`config.mk`:
```
export PLATFORM = sky130hd
export DESIGN_NAME = mips_decode_mc
export DESIGN_NICKNAME = d
export VERILOG_FILES = /design/src/rtl/mips_decode_mc.sv
export SDC_FILE = /design/constraint.sdc
export NUM_CORES = 1
export LEC_CHECK = 0
export BUFFER_PORTS_ARGS = -buffer_cell sky130_fd_sc_hd__buf_2
export CAP_MARGIN = 20
export CORE_ASPECT_RATIO = 1.25
export CORE_UTILIZATION = 50
export CTS_CLUSTER_SIZE = 24
export DETAILED_ROUTE_END_ITERATION = 10
export PLACE_DENSITY = 0.77
export SYNTH_ARGS = -nofsm -noshare
export SYNTH_HDL_FRONTEND = slang
export SYNTH_SLANG_ARGS = --single-unit
```
`constraint.sdc`:
```
create_clock -name clock -period 1.75 [get_ports clock]
set_input_delay 0.35 -clock clock [delete_from_list [all_inputs] [get_ports clock]]
set_output_delay 0.35 -clock clock [all_outputs]
set_load 0.05 [all_outputs]
```
`src/rtl/mips_decode_mc.sv`:
```
// mips_decode_mc: multicycle control FSM for a MIPS ALU/load/store subset.
// Ports: clock, reset_n (async active-low); in_valid/in_ready accept handshake with
//        opcode/funct; alu_op, rd_src, alu_src2 datapath controls; mem_read/mem_write
//        data-memory strobes; writeenable register-file strobe; except pulses for an
//        illegal instruction; done pulses on the last cycle of every instruction.
module mips_decode_mc #(
  parameter int MEM_WAIT = 2,
  parameter bit EN_IMM = 1'b1
) (
  input  logic       clock,
  input  logic       reset_n,
  input  logic       in_valid,
  output logic       in_ready,
  input  logic [5:0] opcode,
  input  logic [5:0] funct,
  output logic [2:0] alu_op,
  output logic       rd_src,
  output logic       alu_src2,
  output logic       mem_read,
  output logic       mem_write,
  output logic       writeenable,
  output logic       except,
  output logic       done
);
  typedef enum logic [2:0] {IDLE, EXEC, MEM, WB, EXC} state_t;
  state_t     r_state;
  logic [5:0] r_op;
  logic [5:0] r_fn;
  logic [3:0] r_cnt;
  logic       w_imm;
  logic       w_legal;
  logic       w_lw;
  logic       w_sw;
  logic       w_busy;
  // 000 flags an unknown R-type funct; every non-R opcode that reaches here is add unless logical
  function automatic logic [2:0] f_alu(input logic [5:0] op, input logic [5:0] fn);
    if (op == 6'h00)
      return fn == 6'h20 ? 3'b010 : fn == 6'h22 ? 3'b011 : fn == 6'h24 ? 3'b100 :
             fn == 6'h25 ? 3'b101 : fn == 6'h26 ? 3'b111 : fn == 6'h27 ? 3'b110 : 3'b000;
    return op == 6'h0c ? 3'b100 : op == 6'h0d ? 3'b101 : op == 6'h0e ? 3'b111 : 3'b010;
  endfunction
  assign w_imm    = opcode inside {6'h08, 6'h0c, 6'h0d, 6'h0e};
  assign w_legal  = (opcode == 6'h00 && f_alu(opcode, funct) != 3'b000) || (w_imm && EN_IMM) ||
                    opcode == 6'h23 || opcode == 6'h2b;
  assign w_lw     = r_op == 6'h23;
  assign w_sw     = r_op == 6'h2b;
  // datapath controls come only from the captured instruction, so they cannot follow the inputs
  assign w_busy   = r_state inside {EXEC, MEM, WB};
  assign in_ready = r_state == IDLE;
  assign alu_op   = w_busy ? f_alu(r_op, r_fn) : 3'b000;
  assign rd_src   = w_busy && r_op != 6'h00 && !w_sw;
  assign alu_src2 = w_busy && r_op != 6'h00;
  always_ff @(posedge clock or negedge reset_n) begin
    if (!reset_n) begin
      r_state     <= IDLE;
      r_op        <= 6'h00;
      r_fn        <= 6'h00;
      r_cnt       <= 4'd0;
      mem_read    <= 1'b0;
      mem_write   <= 1'b0;
      writeenable <= 1'b0;
      except      <= 1'b0;
      done        <= 1'b0;
    end else begin
      writeenable <= 1'b0;
      except      <= 1'b0;
      done        <= 1'b0;
      case (r_state)
        IDLE: if (in_valid) begin
          r_op    <= opcode;
          r_fn    <= funct;
          r_state <= w_legal ? EXEC : EXC;
          except  <= !w_legal;
          done    <= !w_legal;
        end
        EXEC: if (w_lw || w_sw) begin
          r_state   <= MEM;
          r_cnt     <= 4'(MEM_WAIT);
          mem_read  <= w_lw;
          mem_write <= w_sw;
          done      <= w_sw && MEM_WAIT == 1;
        end else begin
          r_state     <= WB;
          writeenable <= 1'b1;
          done        <= 1'b1;
        end
        // done is registered, so a store raises it one edge before its final MEM cycle
        MEM: if (r_cnt <= 4'd1) begin
          r_state     <= w_lw ? WB : IDLE;
          mem_read    <= 1'b0;
          mem_write   <= 1'b0;
          writeenable <= w_lw;
          done        <= w_lw;
        end else begin
          r_cnt <= r_cnt - 4'd1;
          done  <= w_sw && r_cnt == 4'd2;
        end
        default: r_state <= IDLE;
      endcase
    end
  end
endmodule

```
# After elaboration in Yosys (flattened, before gate mapping)
# Index checks and enable logic that the tools add are counted.
[totals] ff_bits=24 latch_bits=0 mem_bits_rw=0 romBits=0 input_bits=15 out_inout_bits=11 wordCells=110 mem_count=0
[op_classes] addsub=1 n_mul=0 div_mod_pow=0 order_cmp=1 n_eq_ne=31 shifts=0 muxes=46 n_bitwise=0 reduce_logical=22
[ops] operator="== test 6 bit (second input constant)" count=16
[ops] operator="2-to-1 mux 3 bit" count=26
[ops] operator="== test 6 x 4 -> 1 bit (second input constant)" count=7
[ops] operator="zero test 6 bit" count=2
[ops] operator="2-to-1 mux 1 bit" count=11
[ops] operator="one-hot mux 3 bit (3 select lines)" count=1
[ops] operator="2-to-1 mux 4 bit" count=2
[ops] operator="one-hot mux 4 bit (2 select lines)" count=1
[ops] operator="== test 3 x 2 -> 1 bit (second input constant)" count=2
[ops] operator="one-hot mux 1 bit (2 select lines)" count=3
[ops] operator="AND reduction 3 bit" count=2
[ops] operator="nonzero test 3 bit" count=2
[ops] operator="nonzero test 6 bit" count=1
[ops] operator="== test 4 x 2 -> 1 bit (second input constant)" count=1
[ops] operator="<= comparator 4 x 1 -> 1 bit (second input constant)" count=1
[ops] operator="logical AND 1 bit" count=4
[ops] operator="logical OR 1 bit" count=4
[ops] operator="inequality test 2 x 1 -> 1 bit (second input constant)" count=2
[ops] operator="inequality test 2 bit (second input constant)" count=2
[ops] operator="AND reduction 2 bit" count=2
[ops] operator="nonzero test 4 bit" count=1
[ops] operator="subtractor 4 x 1 -> 4 bit (second input constant)" count=1
[ops] operator="== test 3 x 1 -> 1 bit (second input constant)" count=1
[ops] operator="zero test 3 bit" count=1
[ops] operator="other kinds (4)" count=5

# Depth between registers and ports, before layout
# Gate-level depths: netlist of the first run.
[depth] depth_word=17 mapped_depth=6 mapped_depth_nobuf=6

# Least setup slack after synthesis of the first run
# OpenSTA, ideal clock, no wires.
[synth_timing] kind="register to register" from="register r_state[2]" to="register r_fn[3]" setup_time_ps=117 arrival_ps=2268 path_slack_ps=-634 path_stages_with_launch=6 synth_period_minus_slack_ps=2384 path_cell_list="dfrtp_1 -> nor3_1 -> nand2_1 -> clkbuf_1 -> nand2_1 -> nand2_1"
[synth_via] elab_chain_len=2
[synth_lines] item="start, declared" line="26" text="state_t r_state;"
[synth_lines] item="start signal, assigned" line="72" text="r_state <= w_legal ? EXEC : EXC;"
[synth_lines] item="start signal, assigned" line="89" text="r_state <= w_lw ? WB : IDLE;"
[synth_lines] item="zero test 3 bit"
[synth_lines] item="named net in_ready" line="13" text="output logic in_ready,"
[synth_lines] item="AND reduction 2 bit (no line)"
[synth_lines] item="end signal, assigned" line="71" text="r_fn <= funct;"
[synth_lines] item="end, declared" line="28" text="logic [5:0] r_fn;"
# The timed path passes the listed nets, and every way through them passes these cells.
# A chain may end at the register's enable or synchronous reset.

# Worst setup path in the final report of the first run
[layout_timing] from="register r_op[5]" to="output alu_op[1]"
[layout_via] elab_chain_len=5
[layout_lines] item="start, declared" line="27" text="logic [5:0] r_op;"
[layout_lines] item="start signal, assigned" line="70" text="r_op <= opcode;"
[layout_lines] item="== test 6 x 4 -> 1 bit" line="40" text="return op == 6'h0c ? 3'b100 : op == 6'h0d ? 3'b101 : op == 6'h0e ? 3'b111 : 3'b010;"
[layout_lines] item="2-to-1 mux 3 bit (2 in series)" line="40"
[layout_lines] item="2-to-1 mux 3 bit (*)" line="40"
[layout_lines] item="2-to-1 mux 3 bit (*)" line="50" text="assign alu_op = w_busy ? f_alu(r_op, r_fn) : 3'b000;"
[layout_lines] item="end, declared" line="16" text="output logic [2:0] alu_op,"
# Mark *: on every way between the ends. The rest lies on a longest branch, timed or not.

==> metrics.md, run 1 <==
| Metric | Value |
|---|---|
| Outcome | complete, but fails checks |
| Violated checks | negative hold slack, negative setup slack |
| Global-route wire length before repair | slightly below 5 mm |
| Final setup violation count | 5 |
| Leakage power total | 0.8608 nW |
| Largest clock skew in the final design | 0.002124 ns |
| Net count reported at finish | ~210 |
| Switching Fraction | 0.4526 |
| Drt via density | 5.547 |
| Peak fanout along the critical path | 4 |
| Clk sinks | 24 |
| Detailed placer's ending HPWL | 2.337 mm |
| Post-route core utilization | 0.7179 |
| CTS tree | done |
| IO buf count | 25 |
| Maximum number of pins on one net before global-route repair | 25 |
| Clock network power share | 0.122 |
| First-pass detailed-route iteration total | 4 |
| Worst-margin pin slew | approximately 0.53 ns |
| Power per unit of standard cell area | around 1900 nW/um^2 |
| Arrival time of the worst setup path | 1.67 ns |
| Internal power | between 0.0015 and 0.002 W |
| Relative max-transition margin | 0.6463 |
| Quantity of hold-fixing buffers added after cts | 0 |
| Worst-Skew Late Latency | 0.32 ns |
| Area of the core | about 2500 um^2 |
| Worst ir drop on vdd | 1.042 mV |
| H-Tree Level Count | 1 |
| Area of the mapped netlist | 1311 um^2 |
| CP Data Required Time | around 1.4 ns |
| Total detailed-routing wirelength | between 3 and 4 mm |
| IO Count | 26 |
| Sequential area share after synthesis | 0.4580 |
| Final worst-path setup slack | -0.2710 ns |
| Remaining number of nets flagged by the antenna check after routing | 0 |
| Flip-flop cell with the highest count after synthesis | dfrtp_1 |
| Worst hold slack | -0.01686 ns |
| Clk root buf | clkbuf_4 |
| Switching pwr | 0.001493 W |
| Setup repair after global routing missed its margin | yes |
| Max Root-Sink Buffers | 2 |
| Part of the total power dissipated in sequential elements | 0.305 |
| Number of flops mapped to enable cells by yosys | 0 |
| Summed area of non-filler cells in the final layout | 1760 um^2 |
| Worst-path clk slew | 0.13 ns |
| Setup Crit Path Kind | reg2out |
| Crit. End Element | output pin |
| Number of nets produced by synthesis | 167 |
| Count of endpoints failing hold in the final timing report | 24 |
| Number of synthesized register bits | 24 |
| Signed area change from the synthesized netlist to the final layout | 34.26% |
| Library cell with the largest summed area after synthesis | dfrtp_1 |
| Cell with the most instances after synthesis | nand2_1 |
| Combinational Power Share | 0.573 |
| Post-synthesis area per instance | 8.800 um^2 |
| Cell Rows | 20 |
| Area contributors post-synth | dfrtp_1 (46%), nand2_1 (13%), ha_1 (2.9%) |
| Floorplan die width | 47.81 um |
| Number of buffers created by CTS | 3 |
| Share of final-layout standard cells stronger than drive strength 1 | 0.3333 |
| Antenna Cells | 0 |
| Startpoint type of the worst setup path | flip-flop |
| Tightest Hold Check Type | in2async |
| Die Y-Extent | 59.26 um |
| Initial core utilization | 0.5347 |
| Post-route minimum period | 2.021 ns |
| Antenna violations before repair | 0 |
| Grt total ovfl | 0 |
| DRC violations left | 0 |
| Gp weighted congestion | 0.8531 |
| Final cycle utilization of the critical path | 1.155 |
| Via count of the first global-routing pass | 1200 |
| Average wire per cell in the routed design | 13.62 um |
| Number of fill cells | between 200 and 250 |
| Cell count after synthesis | 149 |
| Global-route usage over all layers | 0.2371 |
| Iteration-0 DRC count of the detailed router | 21 |
| Async S/R FF share, synth | 1.000 |
| Via count | 1248 |
| Post-synth top area share | 0.4580 |
| Synthesis Warnings | 0 |
| Number of cells traversed by the worst register-to-register path | 5 |
| Achievable clock frequency | 494.8 MHz |
| Max Cap Violations | 0 |
| Max-slew violations | 0 |
| Placed inst area | roughly 1600 um^2 |
| Pre-CTS WS | -0.02223 ns |
| Tot Pwr | about 0.0033 W |
| Die outline area | 2833 um^2 |
| Count of distinct cell types in the synthesized netlist | 44 |
| Top cells by instance count after synthesis | nand2_1 (45), dfrtp_1 (24), nor2_1 (9) |
## final timing paths
kind                            startpoint    endpoint  slack (ns)
worst min register to register     r_fn[5]     r_fn[5]        0.50
worst max-delay path               r_op[5]   alu_op[1]       -0.27
max in group asynchronous          reset_n  r_state[1]        1.38
min in group clock                funct[1]     r_fn[1]        0.22
worst min-delay path               reset_n   mem_write       -0.02
worst max register to register  r_state[2]        done        0.11
## registers in the layout (all words and copies together) (netlist names)
register / count
done: 1
except: 1
mem_read: 1
mem_write: 1
r_cnt: 4
r_fn: 6
r_op: 6
r_state: 3
writeenable: 1
## metrics by stage
stage               cells  setup TNS [ns]
floorplan             149         -0.2675
global placement      220        -0.03732
detailed placement    220        -0.03384
CTS                   225          -1.315
global route          225          -1.648
finish                225          -1.248
## power by group through the flow
| stage | clock, W | combinational, W | sequential (W) |
|---|---|---|---|
| 2_1_floorplan | 0 | 0.00107 | 0.00111 |
| 3_5_place_dp | 0 | 0.00175 | 0.00100 |
| 5_1_grt | 0.000434 | 0.00204 | 0.00104 |
| 4_1_cts | 0.000411 | 0.00187 | 0.00100 |
| 3_3_place_gp | 0 | 0.00170 | 0.000987 |
| 6_report | 0.000402 | 0.00189 | 0.00101 |
## placed cells by master, fill, tap and decap left out, drive strengths merged, types with 3 or more instances in the layout
cell type  instances
nand2             45
nor3b              5
nor3               4
nor2               9
dfrtp             24
buf               42
a21oi              7
inv                4
ha                 3
o21ai              7
clkbuf             3
## metal layers
metal / GRT usage / up-vias / routed length (um)
met4: 0.1071 / 0 / 80
met3: 0.02744 / 11 / 96
met2: 0.4170 / 40 / 1623
li1: - / 610 / -
met5: 0 / - / 0
met1: 0.2745 / 587 / 1264
## timing repair
| item | CTS | global route |
|---|---|---|
| resized for setup | 17 | 3 |
| setup endpoints to repair | 6 | 7 |
| setup buffers | 1 | 0 |
| pin swaps | 2 | 2 |
## cell families after synthesis
logic type                 count (synthesis)  share of synthesized area
AOI/OAI and AO/OA                         30                     0.1718
xor gates and xnor gates                   1                   0.006681
adders and majority gates                  3                    0.02863
buffers and inverters                      7                    0.02194
DFF                                       24                     0.4580
muxes                                      2                    0.01527
and+or+nand+nor                           82                     0.2977
## final cells by class
class / instances / area [um^2] / share of cell area
clock buffer: 3 / 22.52 / 0.01279
clock inverter: 1 / 30.03 / 0.01706
inverter: 4 / 15.01 / 0.008529
multi-input combinational: 118 / 759.5 / 0.4314
sequential: 24 / 601.8 / 0.3419
tap: 33 / 41.29 / 0.02345
timing repair buffer: 42 / 290.3 / 0.1649
## worst max-delay path, cell delays in order (launching register included)
cell      delay, ns
dfrtp_1        0.43
nor4_2         0.31
nor3b_2        0.20
buf_4          0.18
a221oi_4       0.07
buf_6          0.16
Power figures use the tool's default switching activity.
==> run 2, diff against run 1 <==
Settings changed: MAX_ROUTING_LAYER from default to met4.
==> run 2 against run 1 <==
  * The flow finishes with violations (negative setup slack)
  * Routed wire length is 12% higher
  * Global-route usage rose by 2.7 points
  * Hold slack better by 0.23 ns
  * Clock power increased by 1%
  * Highest routed layer unchanged
  * Largest power group unchanged
  * Core utilization grew 2.7 points
  * Critical path type unchanged
  * Largest cell class unchanged
  * Critical path depth up 1
  * Final area up 3.7%
==> metrics.md, run 2 (synthesized netlist as in run 1, its figures left out) <==
| Metric | Value |
|---|---|
| Outcome | complete, but fails checks |
| Violated checks | negative setup slack |
| CP Data Required Time | ~1.4 ns |
| Achievable clock frequency | 485.4 MHz |
| Area of the core | 2452 um^2 |
| Max Cap Violations | 0 |
| Net count reported at finish | 215 |
| Final cycle utilization of the critical path | 1.177 |
| Worst-Skew Late Latency | around 0.33 ns |
| IO buf count | 25 |
| Post-route minimum period | slightly above 2 ns |
| Count of endpoints failing hold in the final timing report | 0 |
| Setup Crit Path Kind | reg2out |
| Leakage power total | roughly 0.9 nW |
| Peak per-stage delay on the critical path | 0.47 ns |
| Gp weighted congestion | 0.8429 |
| Initial core utilization | 0.5347 |
| Iteration-0 DRC count of the detailed router | 39 |
| Drt via density | 5.489 |
| Number of buffers created by CTS | 3 |
| Global-route wire length before repair | 5.195 mm |
| Most common cell after layout, fill and taps aside | nand2_1 |
| Largest registers ranked by flip-flop count | r_fn (6), r_op (6), r_cnt (4) |
| Largest clock skew in the final design | between 0.008 and 0.009 ns |
| Ordered cell list for the critical path | buf_4, nand2_2, nor2_1, buf_4, a221oi_4, buf_6 |
| Tightest Hold Check Type | in2reg |
| Commonest non-fill, non-tap cells in the layout | nand2_1 (44), dfrtp_1 (21), buf_4 (20) |
| Die Y-Extent | 59.26 um |
| Clk root buf | clkbuf_4 |
| Global-route usage over all layers | 0.2638 |
| Remaining number of nets flagged by the antenna check after routing | 0 |
| DRC violations left | 0 |
| Cell Count Post-Placement | 221 |
| Pre-CTS WS | -0.02666 ns |
| Top cell by count, worst path | buf_4 |
| Signed area change from the synthesized netlist to the final layout | 39.22% |
| Via count of the first global-routing pass | approximately 1200 |
| Final worst-path setup slack | -0.3102 ns |
| Maximum number of pins on one net before global-route repair | 25 |
| Die outline area | 2833 um^2 |
| First-pass detailed-route iteration total | 4 |
| CTS tree | done |
| Antenna Cells | 0 |
| H-Tree Level Count | 1 |
| Peak fanout along the critical path | 4 |
| Worst hold slack | 0.2103 ns |
| Setup repair after global routing missed its margin | yes |
| Dominant delay contributor by cell family on the critical path | buffers and inverters |
| Slowest library cell on the worst path | dfrtp_2 |
| Max-slew violations | 0 |
| Startpoint type of the worst setup path | flip-flop |
| Antenna violations before repair | 0 |
| Cell Rows | 20 |
| Final instance count without filler cells | 229 |
| Crit. End Element | output pin |
| Worst-margin pin slew | 0.5213 ns |
| Worst-path clk slew | 0.14 ns |
| Power per unit of standard cell area | 1908 nW/um^2 |
| Detailed placer's ending HPWL | 2.446 mm |
| Floorplan die width | around 48 um |
| Share of final-layout standard cells stronger than drive strength 1 | 0.3673 |
| Final setup violation count | 5 |
| Relative max-transition margin | 0.6476 |
| IO Count | 26 |
| Average wire per cell in the routed design | 14.97 um |
| Critical path buffer and inverter count | 3 |
| Arrival time of the worst setup path | 1.71 ns |
| Worst ir drop on vdd | ~1.2 mV |
| Max Root-Sink Buffers | 2 |
| Clk sinks | 24 |
| Via count | roughly 1300 |
| Total detailed-routing wirelength | 3.428 mm |
| Grt total ovfl | 0 |
run 2: power by group:
| group | internal, W | total (W) | switching [W] |
|---|---|---|---|
| clock | 0.000232 | 0.000406 | 0.000174 |
| sequential | 0.000794 | 0.00105 | 0.000253 |
| combinational | 0.000862 | 0.00203 | 0.00117 |
| total | 0.00189 | 0.00348 | 0.00160 |
run 2: worst paths after layout:
| kind | start | slack, ns | depth (start not counted) | to |
|---|---|---|---|---|
| worst max-delay path | r_op[3] | -0.31 | 6 | alu_op[1] |
| worst min-delay path | funct[1] | 0.21 | 3 | r_fn[1] |
| worst max register to register | r_state[2] | 0.03 | 4 | r_cnt[3] |
| worst min register to register | r_fn[5] | 0.51 | 2 | r_fn[5] |
| max in group asynchronous | reset_n | 0.85 | 2 | r_op[3] |
| min in group asynchronous | reset_n | 0.52 | 2 | r_fn[2] |
run 2: layout make-up:
cell class | count | area [um^2]
clock buffers | 3 | 22.52
fillers | 208 | 626.9
clock inverters | 1 | 30.03
flip-flops and latches | 24 | 604.3
repair buffers | 46 | 326.6
multi-input cells | 118 | 785.8
inverters | 4 | 15.01
well taps | 33 | 41.29
run 2: worst reg2reg max path: stages (launching register included):
cell and delay, ns:
dfrtp_1 0.41, buf_4 0.16, or3b_2 0.53, o311ai_0 0.38
nand3_1 0.11
run 2: layer usage:
metal,vias to the layer above,share of wire,global-route usage
met5,-,0,-
met4,0,0.030,0.09921
met3,11,0.027,0.01829
met2,35,0.56,0.4672
met1,594,0.38,0.2967
li1,617,-,-
run 2: what timing repair did:
item	CTS	global route
setup endpoints to repair	6	7
cloned	0	0
pin swaps	2	3
setup buffers	2	1
endpoints found under the hold margin	22	0
gates resized for setup	16	13
hold buffers	1	0
run 2: per-stage QoR:
stage                 util  setup TNS (ns)  power (W)  instance area, um^2
floorplan                -         -0.2675   0.002178                 1363
global placement    0.6699         -0.1193   0.002697                 1643
detailed placement  0.6699        -0.07502   0.002763                 1643
CTS                 0.7219          -1.305   0.003313                 1770
global route        0.7444          -1.722   0.003677                 1826
finish              0.7444          -1.379   0.003484                 1826
